<file path="src/rtl/cdb_arbiter_pkg.sv">
// Shared CDB definitions: default widths, the {tag,value} packet layout, and a pointer-width helper.
package cdb_arbiter_pkg;

   localparam int unsigned CDB_DATA_WIDTH = 32;
   localparam int unsigned CDB_TAG_WIDTH  = 3;

   // Broadcast packet layout, shared with the reservation stations and the ROB.
   typedef struct packed {
      logic [CDB_TAG_WIDTH-1:0]  tag;
      logic [CDB_DATA_WIDTH-1:0] value;
   } cdb_pkt_t;

   function automatic int unsigned ptr_width(input int unsigned n);
      return (n > 1) ? $clog2(n) : 1;
   endfunction

endpackage

</file>
<file path="src/rtl/cdb_arbiter_result_fifo.sv">
// Per-source result queue: DEPTH entries of {tag,value}, with a synchronous clear used by flush.
module cdb_arbiter_result_fifo
   import cdb_arbiter_pkg::*;
#(
   parameter int unsigned WIDTH = CDB_TAG_WIDTH + CDB_DATA_WIDTH,
   parameter int unsigned DEPTH = 2
) (
   input  logic             clk,
   input  logic             rst,
   input  logic             clear,
   input  logic             push,
   input  logic [WIDTH-1:0] push_data,
   input  logic             pop,
   output logic [WIDTH-1:0] head_data,
   output logic             empty,
   output logic             full
);

   localparam int unsigned PTR_W = ptr_width(DEPTH);
   localparam int unsigned CNT_W = $clog2(DEPTH + 1);

   logic [WIDTH-1:0] mem [DEPTH];
   logic [PTR_W-1:0] rd_ptr;
   logic [PTR_W-1:0] wr_ptr;
   logic [CNT_W-1:0] count;
   logic             do_push;
   logic             do_pop;

   function automatic logic [PTR_W-1:0] ptr_inc(input logic [PTR_W-1:0] p);
      return (p == PTR_W'(DEPTH - 1)) ? '0 : p + PTR_W'(1);
   endfunction

   assign full      = (count == CNT_W'(DEPTH));
   assign empty     = (count == '0);
   assign do_push   = push && !full;
   assign do_pop    = pop && !empty;
   assign head_data = mem[rd_ptr];

   always_ff @(posedge clk) begin
      if (rst || clear) begin
         rd_ptr <= '0;
         wr_ptr <= '0;
         count  <= '0;
      end else begin
         if (do_push) wr_ptr <= ptr_inc(wr_ptr);
         if (do_pop)  rd_ptr <= ptr_inc(rd_ptr);
         case ({do_push, do_pop})
            2'b10:   count <= count + CNT_W'(1);
            2'b01:   count <= count - CNT_W'(1);
            default: count <= count;
         endcase
      end
   end

   // Storage needs no reset; occupancy is tracked by count.
   always_ff @(posedge clk) begin
      if (do_push) mem[wr_ptr] <= push_data;
   end

endmodule

</file>
<file path="src/rtl/cdb_arbiter.sv">
// CDB transmit arbiter: per-FU result queues, round-robin grant, one registered broadcast per cycle.
module cdb_arbiter
   import cdb_arbiter_pkg::*;
#(
   parameter int unsigned DATA_WIDTH = CDB_DATA_WIDTH,
   parameter int unsigned TAG_WIDTH  = CDB_TAG_WIDTH,
   parameter int unsigned NUM_SRC    = 4,
   parameter int unsigned DEPTH      = 2,
   localparam int unsigned SRC_W     = $clog2(NUM_SRC)
) (
   input  logic                          clk,
   input  logic                          rst,
   input  logic                          flush,
   input  logic [NUM_SRC-1:0]            src_valid,
   output logic [NUM_SRC-1:0]            src_ready,
   input  logic [NUM_SRC*TAG_WIDTH-1:0]  src_tag,
   input  logic [NUM_SRC*DATA_WIDTH-1:0] src_value,
   output logic                          cdb_valid,
   output logic [TAG_WIDTH-1:0]          cdb_tag,
   output logic [DATA_WIDTH-1:0]         cdb_value,
   output logic [SRC_W-1:0]              cdb_src
);

   localparam int unsigned PKT_W = TAG_WIDTH + DATA_WIDTH;

   logic [NUM_SRC-1:0] empty;
   logic [NUM_SRC-1:0] full;
   logic [NUM_SRC-1:0] push;
   logic [NUM_SRC-1:0] pop;
   logic [PKT_W-1:0]   head [NUM_SRC];
   logic [SRC_W-1:0]   rr_ptr;
   logic [SRC_W-1:0]   grant;
   logic [SRC_W-1:0]   next_rr;
   logic [SRC_W-1:0]   idx;
   logic               grant_valid;

   // Handshakes in a flush cycle are discarded, so pushes are masked here.
   assign src_ready = ~full;
   assign push      = src_valid & ~full & {NUM_SRC{~flush}};

   for (genvar i = 0; i < NUM_SRC; i++) begin : g_src
      cdb_arbiter_result_fifo #(
         .WIDTH (PKT_W),
         .DEPTH (DEPTH)
      ) u_fifo (
         .clk       (clk),
         .rst       (rst),
         .clear     (flush),
         .push      (push[i]),
         .push_data ({src_tag[i*TAG_WIDTH +: TAG_WIDTH], src_value[i*DATA_WIDTH +: DATA_WIDTH]}),
         .pop       (pop[i]),
         .head_data (head[i]),
         .empty     (empty[i]),
         .full      (full[i])
      );
   end

   // First non-empty queue scanning upward from rr_ptr, wrapping at NUM_SRC.
   always_comb begin
      grant_valid = 1'b0;
      grant       = '0;
      idx         = '0;
      pop         = '0;
      for (int unsigned o = 0; o < NUM_SRC; o++) begin
         idx = SRC_W'((32'(rr_ptr) + o) % NUM_SRC);
         if (!grant_valid && !empty[idx]) begin
            grant_valid = 1'b1;
            grant       = idx;
         end
      end
      if (grant_valid && !flush) pop[grant] = 1'b1;
      next_rr = (grant == SRC_W'(NUM_SRC - 1)) ? '0 : grant + SRC_W'(1);
   end

   always_ff @(posedge clk) begin
      if (rst) begin
         rr_ptr    <= '0;
         cdb_valid <= 1'b0;
         cdb_tag   <= '0;
         cdb_value <= '0;
         cdb_src   <= '0;
      end else if (flush) begin
         cdb_valid <= 1'b0;
      end else if (grant_valid) begin
         cdb_valid              <= 1'b1;
         {cdb_tag, cdb_value}   <= head[grant];
         cdb_src                <= grant;
         rr_ptr                 <= next_rr;
      end else begin
         cdb_valid <= 1'b0;
      end
   end

endmodule

</file>
<file path="config.mk">
export PLATFORM = sky130hd
export DESIGN_NAME = cdb_arbiter
export DESIGN_NICKNAME = d
export VERILOG_FILES = /design/src/rtl/cdb_arbiter_pkg.sv /design/src/rtl/cdb_arbiter_result_fifo.sv /design/src/rtl/cdb_arbiter.sv
export SDC_FILE = /design/constraint.sdc
export NUM_CORES = 1
export LEC_CHECK = 0
export BUFFER_PORTS_ARGS = -buffer_cell sky130_fd_sc_hd__buf_2
export CAP_MARGIN = 10
export CORE_MARGIN = 2
export CORE_UTILIZATION = 60
export CTS_CLUSTER_SIZE = 28
export DETAILED_ROUTE_END_ITERATION = 16
export HOLD_SLACK_MARGIN = 0.1
export PLACE_DENSITY = 0.93
export RECOVER_POWER = 100
export REMOVE_ABC_BUFFERS = 1
export SETUP_SLACK_MARGIN = 0.15
export SLEW_MARGIN = 5
export SYNTH_ARGS = -nofsm -noshare
export SYNTH_HDL_FRONTEND = slang
export SYNTH_SLANG_ARGS = --single-unit
</file>
<file path="constraint.sdc">
create_clock -name clk -period 4.6 [get_ports clk]
set_input_delay 0.46 -clock clk [delete_from_list [all_inputs] [get_ports clk]]
set_output_delay 0.46 -clock clk [all_outputs]
set_load 0.05 [all_outputs]
</file>
-- Yosys cells after proc, flatten, opt, wreduce, memory -nomap -nowiden
Memory sizes are Yosys's and may differ from the RTL's. A register that Yosys moved wholly into a read port is not among the register bits.
Cells that the tools add are included.
- reductions and logical operators: 38
- eq/ne operators: 13
- mux-type cells: 52
- add/sub/neg operators: 20
- bitwise operators: 5
- order comparisons: 7
- operators with widths (kind ; count):
    35-bit binary-select mux with 2-bit select ; 1
    35-bit two-way mux ; 2
    1-bit two-way mux ; 34
    2-bit equality test (second input constant) ; 9
    2-bit one-hot mux with 2 select lines ; 4
    2-bit by 3-bit < comparator with 1-bit output (second input constant) ; 5
    1-bit zero test ; 14
    1-bit logical AND ; 13
    2-bit by 1-bit adder with 2-bit output (second input constant) ; 6
    2-bit two-way mux ; 5
    1-bit adder (second input constant) ; 8
    4-bit AND ; 2
    1-bit binary-select mux with 2-bit select ; 4
    2-bit by 1-bit equality test with 1-bit output (second input constant) ; 4
    2-bit zero test ; 4
    2-bit nonzero test ; 4
    2-bit by 1-bit subtractor with 2-bit output (second input constant) ; 4
    2-bit adder (second input constant) ; 2
    4-bit two-way mux ; 1
    4-bit NOT ; 1
    3-bit >= comparator (second input constant) ; 1
    2-bit NOT with 3-bit output ; 1
    1-bit demux with 2-bit select ; 1
    2-bit by 1-bit >= comparator with 1-bit output (second input constant) ; 1
    other kinds (4) ; 4
- memories kept: 4
- output and inout bits: 42
- word-level logic and storage cells: 156
- memory bits (writable): 280
- input port bits: 147
- bits in registers: 56
- memories (memory ; words ; width ; rd ports ; clocked after memory_dff ; write ports ; RTL line ; source):
    g_src[0].u_fifo.mem ; 2 ; 35 ; 1 ; 1 ; 1 ; cdb_arbiter_result_fifo.sv:22 ; logic [WIDTH-1:0] mem [DEPTH];
    g_src[1].u_fifo.mem ; 2 ; 35 ; 1 ; 1 ; 1 ; cdb_arbiter_result_fifo.sv:22 ;
    g_src[2].u_fifo.mem ; 2 ; 35 ; 1 ; 1 ; 1 ; cdb_arbiter_result_fifo.sv:22 ;
    g_src[3].u_fifo.mem ; 2 ; 35 ; 1 ; 1 ; 1 ; cdb_arbiter_result_fifo.sv:22 ;

-- Depth between registers and ports, before layout
Gate-level depths: netlist of the first run.
- depth after elaboration: 20
- gate-level depth with buffers: 13
- depth with buffers taken out: 10

-- Modules after synthesis
From an unflattened synthesis of the first run, not the netlist that was laid out.
- cell total of the unflattened synthesis: 783
- area, all modules: 13324.0 um2
- by module, submodules not included (module ; sequential area each (um2) ; area an instance (um2) ; cells each ; instances):
    cdb_arbiter_result_fifo ; 2202.1 ; 2746.4 ; 136 ; 4
    cdb_arbiter ; 800.8 ; 2338.5 ; 239 ; 1

-- Least setup slack after synthesis of the first run
Ideal clock, no wire load.
- kind: register to register
- start point: reg g_src[3].u_fifo.count[0]
- end point: mem g_src[3].u_fifo.mem[0][0] (netlist name) (enable)
- slack: 1.415 ns
- clock period less this slack: 3.185 ns
- library setup time: 0.427 ns
- cell stages (with the launch flop): 5
- buffers on the path: 1
- data arrival time: 2.757 ns
- required time: 4.173 ns
- cells stage by stage: dfxtp_1 > clkbuf_1 > nand2b_1 > nand3_1 > nor2_1
- longest elaborated chain between the ends: 7
- elaborated cells on any way between the ends: 8
- classes of those cells: 1 x eq/ne; 2 x mux; 3 x bitwise; 2 x reduce/logical
- RTL lines (element ; RTL line ; source):
    from (decl) ; cdb_arbiter_result_fifo.sv:25 ; logic [CNT_W-1:0] count;
    from (signal assigned) ; cdb_arbiter_result_fifo.sv:48 ; 2'b10: count <= count + CNT_W'(1);
    from (signal assigned) ; cdb_arbiter_result_fifo.sv:49 ; 2'b01: count <= count - CNT_W'(1);
    from (signal assigned) ; cdb_arbiter_result_fifo.sv:50 ; default: count <= count;
    2-bit equality test ; cdb_arbiter_result_fifo.sv:33 ; assign full = (count == CNT_W'(DEPTH));
    4-bit NOT ; n/a ;
    via src_ready[3] ; cdb_arbiter.sv:15 ; output logic [NUM_SRC-1:0] src_ready,
    4-bit AND (2 in series) ; cdb_arbiter.sv:39 ; assign push = src_valid & ~full & {NUM_SRC{~flush}};
    1-bit logical AND ; cdb_arbiter_result_fifo.sv:35 ; assign do_push = push && !full;
    1-bit two-way mux ; cdb_arbiter_result_fifo.sv:57 ; if (do_push) mem[wr_ptr] <= push_data;
    1-bit two-way mux (implied by the code) ; cdb_arbiter_result_fifo.sv:57 ;
    to (decl) ; cdb_arbiter_result_fifo.sv:22 ;
The timed path passes the listed nets, and every way through them passes these cells.

-- Final worst setup path of the first run
- start point: reg g_src[1].u_fifo.count[1]
- end point: reg g_src[2].u_fifo.count[1]
- longest elaborated chain between the ends: 20
- elaborated cells on any way between the ends: 37
- classes of those cells: 2 x order compare; 2 x eq/ne; 20 x mux; 13 x reduce/logical
- RTL lines (element ; RTL line ; source):
    from (decl) ; cdb_arbiter_result_fifo.sv:25 ;
    from (signal assigned) ; cdb_arbiter_result_fifo.sv:48 ;
    from (signal assigned) ; cdb_arbiter_result_fifo.sv:49 ;
    from (signal assigned) ; cdb_arbiter_result_fifo.sv:50 ;
    2-bit zero test (*) ; cdb_arbiter_result_fifo.sv:34 ; assign empty = (count == '0);
    1-bit binary-select mux with 2-bit select ; cdb_arbiter.sv:66 ; if (!grant_valid && !empty[idx]) begin
    1-bit two-way mux (implied by the code) ; cdb_arbiter.sv:66 ;
    1-bit zero test ; cdb_arbiter.sv:66 ;
    1-bit logical AND ; cdb_arbiter.sv:66 ;
    1-bit two-way mux ; cdb_arbiter.sv:66 ;
    1-bit zero test ; cdb_arbiter.sv:66 ;
    1-bit logical AND ; cdb_arbiter.sv:66 ;
    [5 not listed] ; n/a ;
    1-bit logical AND (implied by the code) ; cdb_arbiter.sv:71 ; if (grant_valid && !flush) pop[grant] = 1'b1;
    1-bit two-way mux (implied by the code) ; cdb_arbiter.sv:71 ;
    1-bit demux with 2-bit select ; cdb_arbiter.sv:71 ;
    4-bit two-way mux (*) ; cdb_arbiter.sv:71 ;
    1-bit logical AND (*) ; cdb_arbiter_result_fifo.sv:36 ; assign do_pop = pop && !empty;
    via g_src[2].u_fifo.do_pop ; cdb_arbiter_result_fifo.sv:27 ; logic do_pop;
    2-bit by 1-bit equality test with 1-bit output / 2-bit equality test (equally long branches) ; cdb_arbiter_result_fifo.sv:47 ; case ({do_push, do_pop})
    2-bit one-hot mux with 2 select lines / 2-bit nonzero test (equally long branches) ; n/a ;
    to (signal assigned) ; cdb_arbiter_result_fifo.sv:48 ;
    to (signal assigned) ; cdb_arbiter_result_fifo.sv:49 ;
    to (signal assigned) ; cdb_arbiter_result_fifo.sv:50 ;
    to (decl) ; cdb_arbiter_result_fifo.sv:25 ;
The timed path passes the listed nets; every way through them passes the cells marked *. The select of a mux whose other input is x is not followed.
A chain may end at the register's enable or synchronous reset.

==> results.txt, run 1 <==
- The startpoint identified for the worst hold timing path is src_value[95].
- At the worst endpoint, the required time is 5.04 ns.
- Reported leakage power: 0.00544 µW
* Number of buffers inserted by port buffering: 188
- Via/cell ratio: 6.08
- Minimum setup slack in the final design: 0.906 ns
- In the final layout, flip-flops and latches occupy 9610 µm².
- For this run, the register share of the synthesized area comes to 0.699.
- For this run, the slowest stage of the critical path takes 1.20 ns.
* Final nets: 1192
- Overall power consumption after layout is estimated at 6800 µW.
- For this design, the CTS-stage hold fixing added 0 buffers.
- Clock root buffer master: clkbuf_16
- The worst path in the final design needs a cycle of 3.69 ns, including I/O delays and setup.
* Critical Path Fanout Max: 71
- Area of the multi-input gates: 3780 µm²
- Worst slew margin: -0.319
- Once the clock tree was built, the resizer swapped 0 gates to a different size.
- Clock-pin slew was measured on the worst setup and hold paths at 0.06 ns.
* IR Drop Worst-Case VDD: 0.323 mV
- Die area: 24100 µm²
- Fraction of the cycle the final worst path needs: 0.803
- Main synth FF type: edfxtp_1
- Post-Syn Instances: 862
- Placed instance area: 14900 µm²
- The detailed router finished its first iteration with 792 violations.
- The die is 155 µm wide.
- In the global route stage, overall resource usage came out at 0.253.
- Die height: 155 µm
- Grouping stages by cell kind, the critical path spends the most delay in simple AND/OR/NAND/NOR gates.
- Number of distinct library cells after synthesis: 44
- WL per Instance: 22.8 µm
* Final hold violations: 0
* Summed area of non-filler cells in the final layout: 15800 µm²
* Num CTS Buffers: 35
- IO Count: 189
- The total area inside the core boundary comes to 22600 µm².
* Highest Clock Rate: 0.271 GHz
* Count of unresolved DRC violations after routing: 0
- In the synthesized netlist the async set-or-reset flop fraction comes to 0.
* Transition time of the tightest slew-check pin: 1.98 ns
- Adding up every negative setup slack in the final design gives 0 ns.
- The cell area that synthesis handed to floorplanning was 13800 µm².
- Total of fill cells in the finished design: 1508
- Count of buffering cells on the critical path with inverters included: 1
* Clock latency on the worst-skew pair: 0.51 ns
- The tool flagged a number of max-cap violations equal to 9.
- Via count of the first global-routing pass: 8326
- The pre-antenna-repair detailed-routing pass consisted of 5 iterations.
* Site row count: 55
- STA classifies the critical path endpoint as a flip-flop.
- Across the routed clock network, the largest skew measured is 0.0133 ns.
- Averaged over all synthesized cells, the footprint is 16.0 µm².
- The most critical setup path has its startpoint at g_src[1].u_fifo.count[1]$_SDFFE_PP0P_.
* Initial antenna violation count: 3
- Synthesis inferred 340 register bits.
* Result of the run: finished with violations
- During synthesis, Yosys emitted a total of 0 warnings.
- The initial utilization of the core area, before any placement, comes to 0.609.
- The clock passes through at most 3 buffers.
- Post-synthesis to final-layout area growth: 14.6%
* Global-route wire length before repair: 46100 µm
- Among all stages on the critical path, the largest delay is contributed by clkbuf_2.
- The library cell used most frequently in the layout, excluding fill and tap cells, is edfxtp_1.
- Fraction of synthesized cell area taken by the top area cell type: 0.611
- The tightest min-delay check is of the input port to flip-flop type.
- Setup repair after global routing left no endpoint under its margin.
* Placed wire-length estimate after detailed placement: 20200 µm
- Pre-CTS worst setup slack: 1.56 ns
* Overall routed net length: 30900 µm
* Total power density per cell area: 431 nW/µm²
* Number of enable-type register cells in the synthesized netlist: 280
- The largest total area in the synthesized netlist belongs to edfxtp_1.
* Critical Path Start Type: flip-flop
- The checks that failed: max-capacitance violations, max-slew violations.
* Maximum number of pins on one net before global-route repair: 72
- At the worst endpoint, the arrival time is 4.13 ns.
- Launch point of the worst reg-to-reg path: g_src[1].u_fifo.count[1]$_SDFFE_PP0P_
- Setup violations remaining at the end of the flow were counted as 0.
- The clock tree synthesis step divided the H-tree into 2 levels.
- Share of cells above drive strength 1: 0.260
* Antenna viol nets, final: 0
* Clock tree from TritonCTS: yes
* Clock sink count: 340
- Cell-by-cell trace of the critical path: or4_1, o2111ai_1, clkbuf_2, nand3_4, nor3_1, ha_1, or3_1, a21oi_1
- Final Wtd Congestion: 0.913
* Post-CTS Repair Setup Buffers: 0
* Max-slew violations: 360
* Commonest cells after routing, fill and taps aside: 280 x edfxtp_1, 122 x clkbuf_1, 76 x buf_2
- Global routing finished with a remaining overflow of 0.
* Final Core Density: 0.699
- Classification of the worst setup path: flip-flop to flip-flop
- Total via count after detailed routing: 8229
- Leading cell types by total area after synthesis: edfxtp_1 61%, dfxtp_1 8.7%, mux2_2 5.7%
[cell families after synthesis]
group           after synthesis  share of synthesized area
fa+ha+maj                     5                    0.00455
simple gates                131                     0.0487
flops                       340                      0.699
mux                         140                      0.108
buf+inv                      64                     0.0251
compound gates              169                      0.106
xor+xnor                     13                    0.00828
[metal layers]
| metal | wire length [µm] | vias to the layer above | global-route usage |
|---|---|---|---|
| met4 | 779 | 2 | 0.0751 |
| met1 | 11600 | 4078 | 0.322 |
| met5 | 13 | - | 0 |
| met2 | 15800 | 358 | 0.439 |
| met3 | 2740 | 56 | 0.0540 |
| li1 | - | 3735 | - |
[metrics by stage]
stage | std cells | hold slack, ns
CTS | 1350 | 0.120
floorplan | 806 | 0.457
global placement | 1287 | 0.443
detailed placement | 1287 | 0.455
finish | 1354 | 0.135
global route | 1352 | 0.122
[registers in the layout (all words and copies together) (netlist names), named ones only]
name                 count
g_src.u_fifo.mem       280
cdb_value               32
g_src.u_fifo.count       8
g_src.u_fifo.rd_ptr      4
g_src.u_fifo.wr_ptr      4
cdb_tag                  3
cdb_src                  2
rr_ptr                   2
cdb_valid                1
[final cells by class]
cell class / instances / area share
Antenna cell: 3 / 0.000476
Clock buffer: 51 / 0.0640
Clock inverter: 12 / 0.00571
Inverter: 8 / 0.00190
Multi-Input combinational cell: 458 / 0.240
Sequential cell: 340 / 0.610
Tap cell: 285 / 0.0226
Timing Repair Buffer: 197 / 0.0560
[path summary, 6_finish.rpt]
| kind | to | slack [ns] | cells after the start |
|---|---|---|---|
| max reg2reg | g_src[2].u_fifo.count[1]$_SDFFE_PP0P_ | 0.91 | 8 |
| min | g_src[2].u_fifo.mem[1][31]$_DFFE_PP_ | 0.13 | 1 |
| max | g_src[2].u_fifo.count[1]$_SDFFE_PP0P_ | 0.91 | 8 |
| min reg2reg | cdb_src[1]$_SDFFE_PP0N_ | 0.47 | 2 |
[synth_stat cells (5+ instances only)]
| master | n |
|---|---|
| edfxtp_1 | 280 |
| nand3_1 | 75 |
| mux2_2 | 70 |
| mux2i_1 | 70 |
| dfxtp_1 | 60 |
| o21bai_1 | 37 |
| a221oi_2 | 35 |
| clkbuf_1 | 33 |
| o21ai_2 | 30 |
| o21ai_0 | 28 |
| nor2_1 | 24 |
| o21ai_1 | 16 |
| a21oi_1 | 14 |
| xnor2_1 | 9 |
| buf_2 | 8 |
| inv_1 | 7 |
| nand2_1 | 7 |
| buf_1 | 6 |
| ha_1 | 5 |
[power breakdown]
part           internal [µW]  switching [µW]  total [µW]
Clock                   1580            1130        2710
Sequential              3450            43.8        3490
Combinational            173             424         597
Total                   5200            1590        6800
(Power assumes the default switching activity.)
==> run 2: changes to the inputs <==
--- a/config.mk
+++ b/config.mk
@@ -8,11 +8,11 @@
 export BUFFER_PORTS_ARGS = -buffer_cell sky130_fd_sc_hd__buf_2
 export CAP_MARGIN = 10
 export CORE_MARGIN = 2
-export CORE_UTILIZATION = 60
+export CORE_UTILIZATION = 57
 export CTS_CLUSTER_SIZE = 28
 export DETAILED_ROUTE_END_ITERATION = 16
 export HOLD_SLACK_MARGIN = 0.1
-export PLACE_DENSITY = 0.93
+export PLACE_DENSITY = 0.89
 export RECOVER_POWER = 100
 export REMOVE_ABC_BUFFERS = 1
 export SETUP_SLACK_MARGIN = 0.15
==> constraint.sdc (replaced) <==
create_clock -name clk -period 3.6 [get_ports clk]
set_input_delay 0.36 -clock clk [delete_from_list [all_inputs] [get_ports clk]]
set_output_delay 0.36 -clock clk [all_outputs]
set_load 0.05 [all_outputs]
==> run 2 against run 1 <==
Against the previous run:
- the run still ends with max-capacitance violations, max-slew violations left
- non-clock buffer count rose by 150
- first-iteration DRC count increased by 46%
- utilization grew 2.8 points
- critical path depth rose by 1
- wire length increased by 13%
- total power rose by 32%
- register-to-register slack got worse by 0.42 ns
- sequential power up 28%
- clock power up 35%
- sequential share of layout area decreased by 5.0 points
- clock skew decreased by 0.0020 ns
==> results.txt, run 2 (synthesis results as in run 1) <==
- Final nets: 1341
- The die is 159 µm wide.
- Clock tree synthesis selected as its root buffer the cell clkbuf_16.
* Count of unresolved DRC violations after routing: 0
- Die area: 25400 µm²
- Pre-Repair DR Iteration Count: 5
- Fill cells in the final layout number 1540.
- In this run the standard cell core region covers 23600 µm².
* Num CTS Buffers: 34
- Global-route wire length before repair: 53200 µm
- In this run the worst setup path terminates at g_src[3].u_fifo.count[1]$_SDFFE_PP0P_.
* Minimum setup slack in the final design: 0.482 ns
- The final-report max-slew violation count came to 77.
- Summing all flip-flop and latch instances after layout gives 9610 µm².
* Fraction of the cycle the final worst path needs: 0.866
- Deepest level of the CTS H-tree: 2
* Global-route total usage across every layer: 0.276
* Area of the multi-input gates: 3690 µm²
- Failing checks: max-capacitance violations, max-slew violations
* Overall routed net length: 35000 µm
* Effective utilization at floorplan: 0.582
- In this run the register-to-register setup slack is 0.48 ns.
- The number of failing hold endpoints at the final stage came to 0.
- Max Buffers Root-to-Sink: 3
* R2R depth: 9
- Post-CTS Repair Setup Buffers: 0
* Result of the run: finished with violations
- Worst min path class: input port to flip-flop
- The critical path starts at g_src[1].u_fifo.count[1]$_SDFFE_PP0P_.
- Timing analysis after detailed placement gives a worst setup slack of 0.729 ns.
* IR Drop Worst-Case VDD: 0.469 mV
* Worst EP arrival: 3.56 ns
- Via/cell ratio: 5.89
* Crit path capture type: flip-flop
* Initial antenna violation count: 0
* Clock sink count: 340
* Top register by number of flip-flops: g_src.u_fifo.mem
- Required time of the critical path: 4.04 ns
- The die is 159 µm tall.
- Share of cells above drive strength 1: 0.192
- Reg-to-Reg End: g_src[3].u_fifo.count[1]$_SDFFE_PP0P_
- Global routing finished with a remaining overflow of 0.
- For this design the static power due to leakage is 0.00590 µW.
- Setup violations remaining at the end of the flow were counted as 0.
- At the later pin of the worst-skew pair, clock insertion delay measures 0.52 ns.
- After clock tree synthesis, the clock-pin slew on the worst setup and hold paths is 0.06 ns.
- After clock tree synthesis, the flow added hold-fix buffers numbering 140.
- Fin crit period: 3.12 ns
- Unrepaired setup endpoints after global routing: false
- Timing would allow up to 0.321 GHz.
- The via count of the first global-routing pass is 9411.
- In this run the critical register-to-register path is launched from g_src[1].u_fifo.count[1]$_SDFFE_PP0P_.
* Count of antenna diodes in the layout: 0
- Final worst hold slack: 0.266 ns
- Post-cts resize count: 0
- The worst setup path is launched from a flip-flop.
- After floorplanning, the core was divided into 56 placement rows.
- Max-cap violations in this run came to 2.
* Placed wire-length estimate after detailed placement: 20800 µm
* Critical Path Fanout Max: 21
- Largest regs: g_src.u_fifo.mem (280), cdb_value (32), g_src.u_fifo.count (8)
- The library cell used most frequently in the layout, excluding fill and tap cells, is edfxtp_1.
- Clock tree from TritonCTS: yes
- 189 I/O pins were placed.
* Number of buffers inserted by port buffering: 188
- Setup skew after layout: 0.0114 ns
* Summed area of non-filler cells in the final layout: 17200 µm²
- After the first detailed-routing iteration, the DRC count stood at 1158.
- Summing all placed instances gives a cell area of 15000 µm².
- The setup path with the least slack is of type flip-flop to flip-flop.
- The detailed router placed 9036 vias in this run.
* Maximum number of pins on one net before global-route repair: 71
- In the final routed layout, each cell accounts on average for 22.8 µm.
* Final sum of negative setup slack: 0 ns
- Dividing total power by cell area gives a power density of 524 nW/µm².
- Post-synthesis to final-layout area growth: 24.8%
* Final Wtd Congestion: 0.904
- Antenna viol nets, final: 0
* Transition time of the tightest slew-check pin: 2.16 ns
- The register with the most flip-flops in the layout has 280 of them.
- Worst slew margin: -0.438
* Commonest cells after routing, fill and taps aside: 280 x edfxtp_1, 162 x clkbuf_1, 140 x dlygate4sd3_1
==> run 2: cell types whose count changed in the layout (fill, tap and decap cells not counted), moves of 11 or more <==
cell,previous run,this run
o21ai_1,5,16
a221oi_1,1,23
clkbuf_1,122,162
o21ai_0,48,28
buf_2,76,33
a221oi_2,34,12
dlygate4sd3_1,0,140
==> run 2: power by group <==
group	internal (µW)	total [µW]	switching [µW]
registers	4400	4470	65.5
clock network	2200	3650	1450
logic	312	887	574
==> run 2: through the flow <==
stage / cells / utilization / power [µW]
final: 1533 / 0.727 / 9000
after global routing: 1533 / 0.727 / 9240
after CTS: 1533 / 0.744 / 9060
after detailed placement: 1332 / 0.636 / 5350
after global placement: 1332 / 0.636 / 5310
after floorplan: 806 / - / 5020
==> run 2: critical path: stages (launching register included) <==
cell	delay [ns]
dfxtp_1	0.36
or4_1	0.61
o2111ai_1	0.27
and2_4	0.41
inv_1	0.16
ha_1	0.24
and3_1	0.17
ha_1	0.34
or3_1	0.35
a21oi_1	0.14
==> run 2: layer usage <==
metal,global-route usage,vias to the layer above,part of all wire
met5,0,-,0
met4,0.114,0,0.041
met3,0.0474,88,0.073
met2,0.483,478,0.51
met1,0.340,4456,0.37
li1,-,4014,-
==> run 2: layout make-up <==
class                           count  share of cell area
Inverter                            8             0.00175
Multi-Input combinational cell    458               0.215
Clock inverter                      7             0.00518
Clock buffer                       54              0.0625
Sequential cell                   340               0.560
Tap cell                          319              0.0233
Timing Repair Buffer              347               0.132
==> run 2: worst min-delay path by stage <==
stage / startpoint / end / slack, ns / depth (start not counted)
final: flush / flip-flop / 0.27 / 3
after global routing: flush / g_src[1].u_fifo.rd_ptr$_SDFFE_PP0P_ / 0.30 / 3
after CTS: flush / g_src[1].u_fifo.rd_ptr$_SDFFE_PP0P_ / 0.26 / 3
after detailed placement: cdb_src[0]$_SDFFE_PP0N_ / cdb_src[0]$_SDFFE_PP0N_ / 0.46 / 2
after global placement: cdb_src[0]$_SDFFE_PP0N_ / cdb_src[0]$_SDFFE_PP0N_ / 0.45 / 2
after floorplan: rst / cdb_src[0]$_SDFFE_PP0N_ / 0.43 / 1
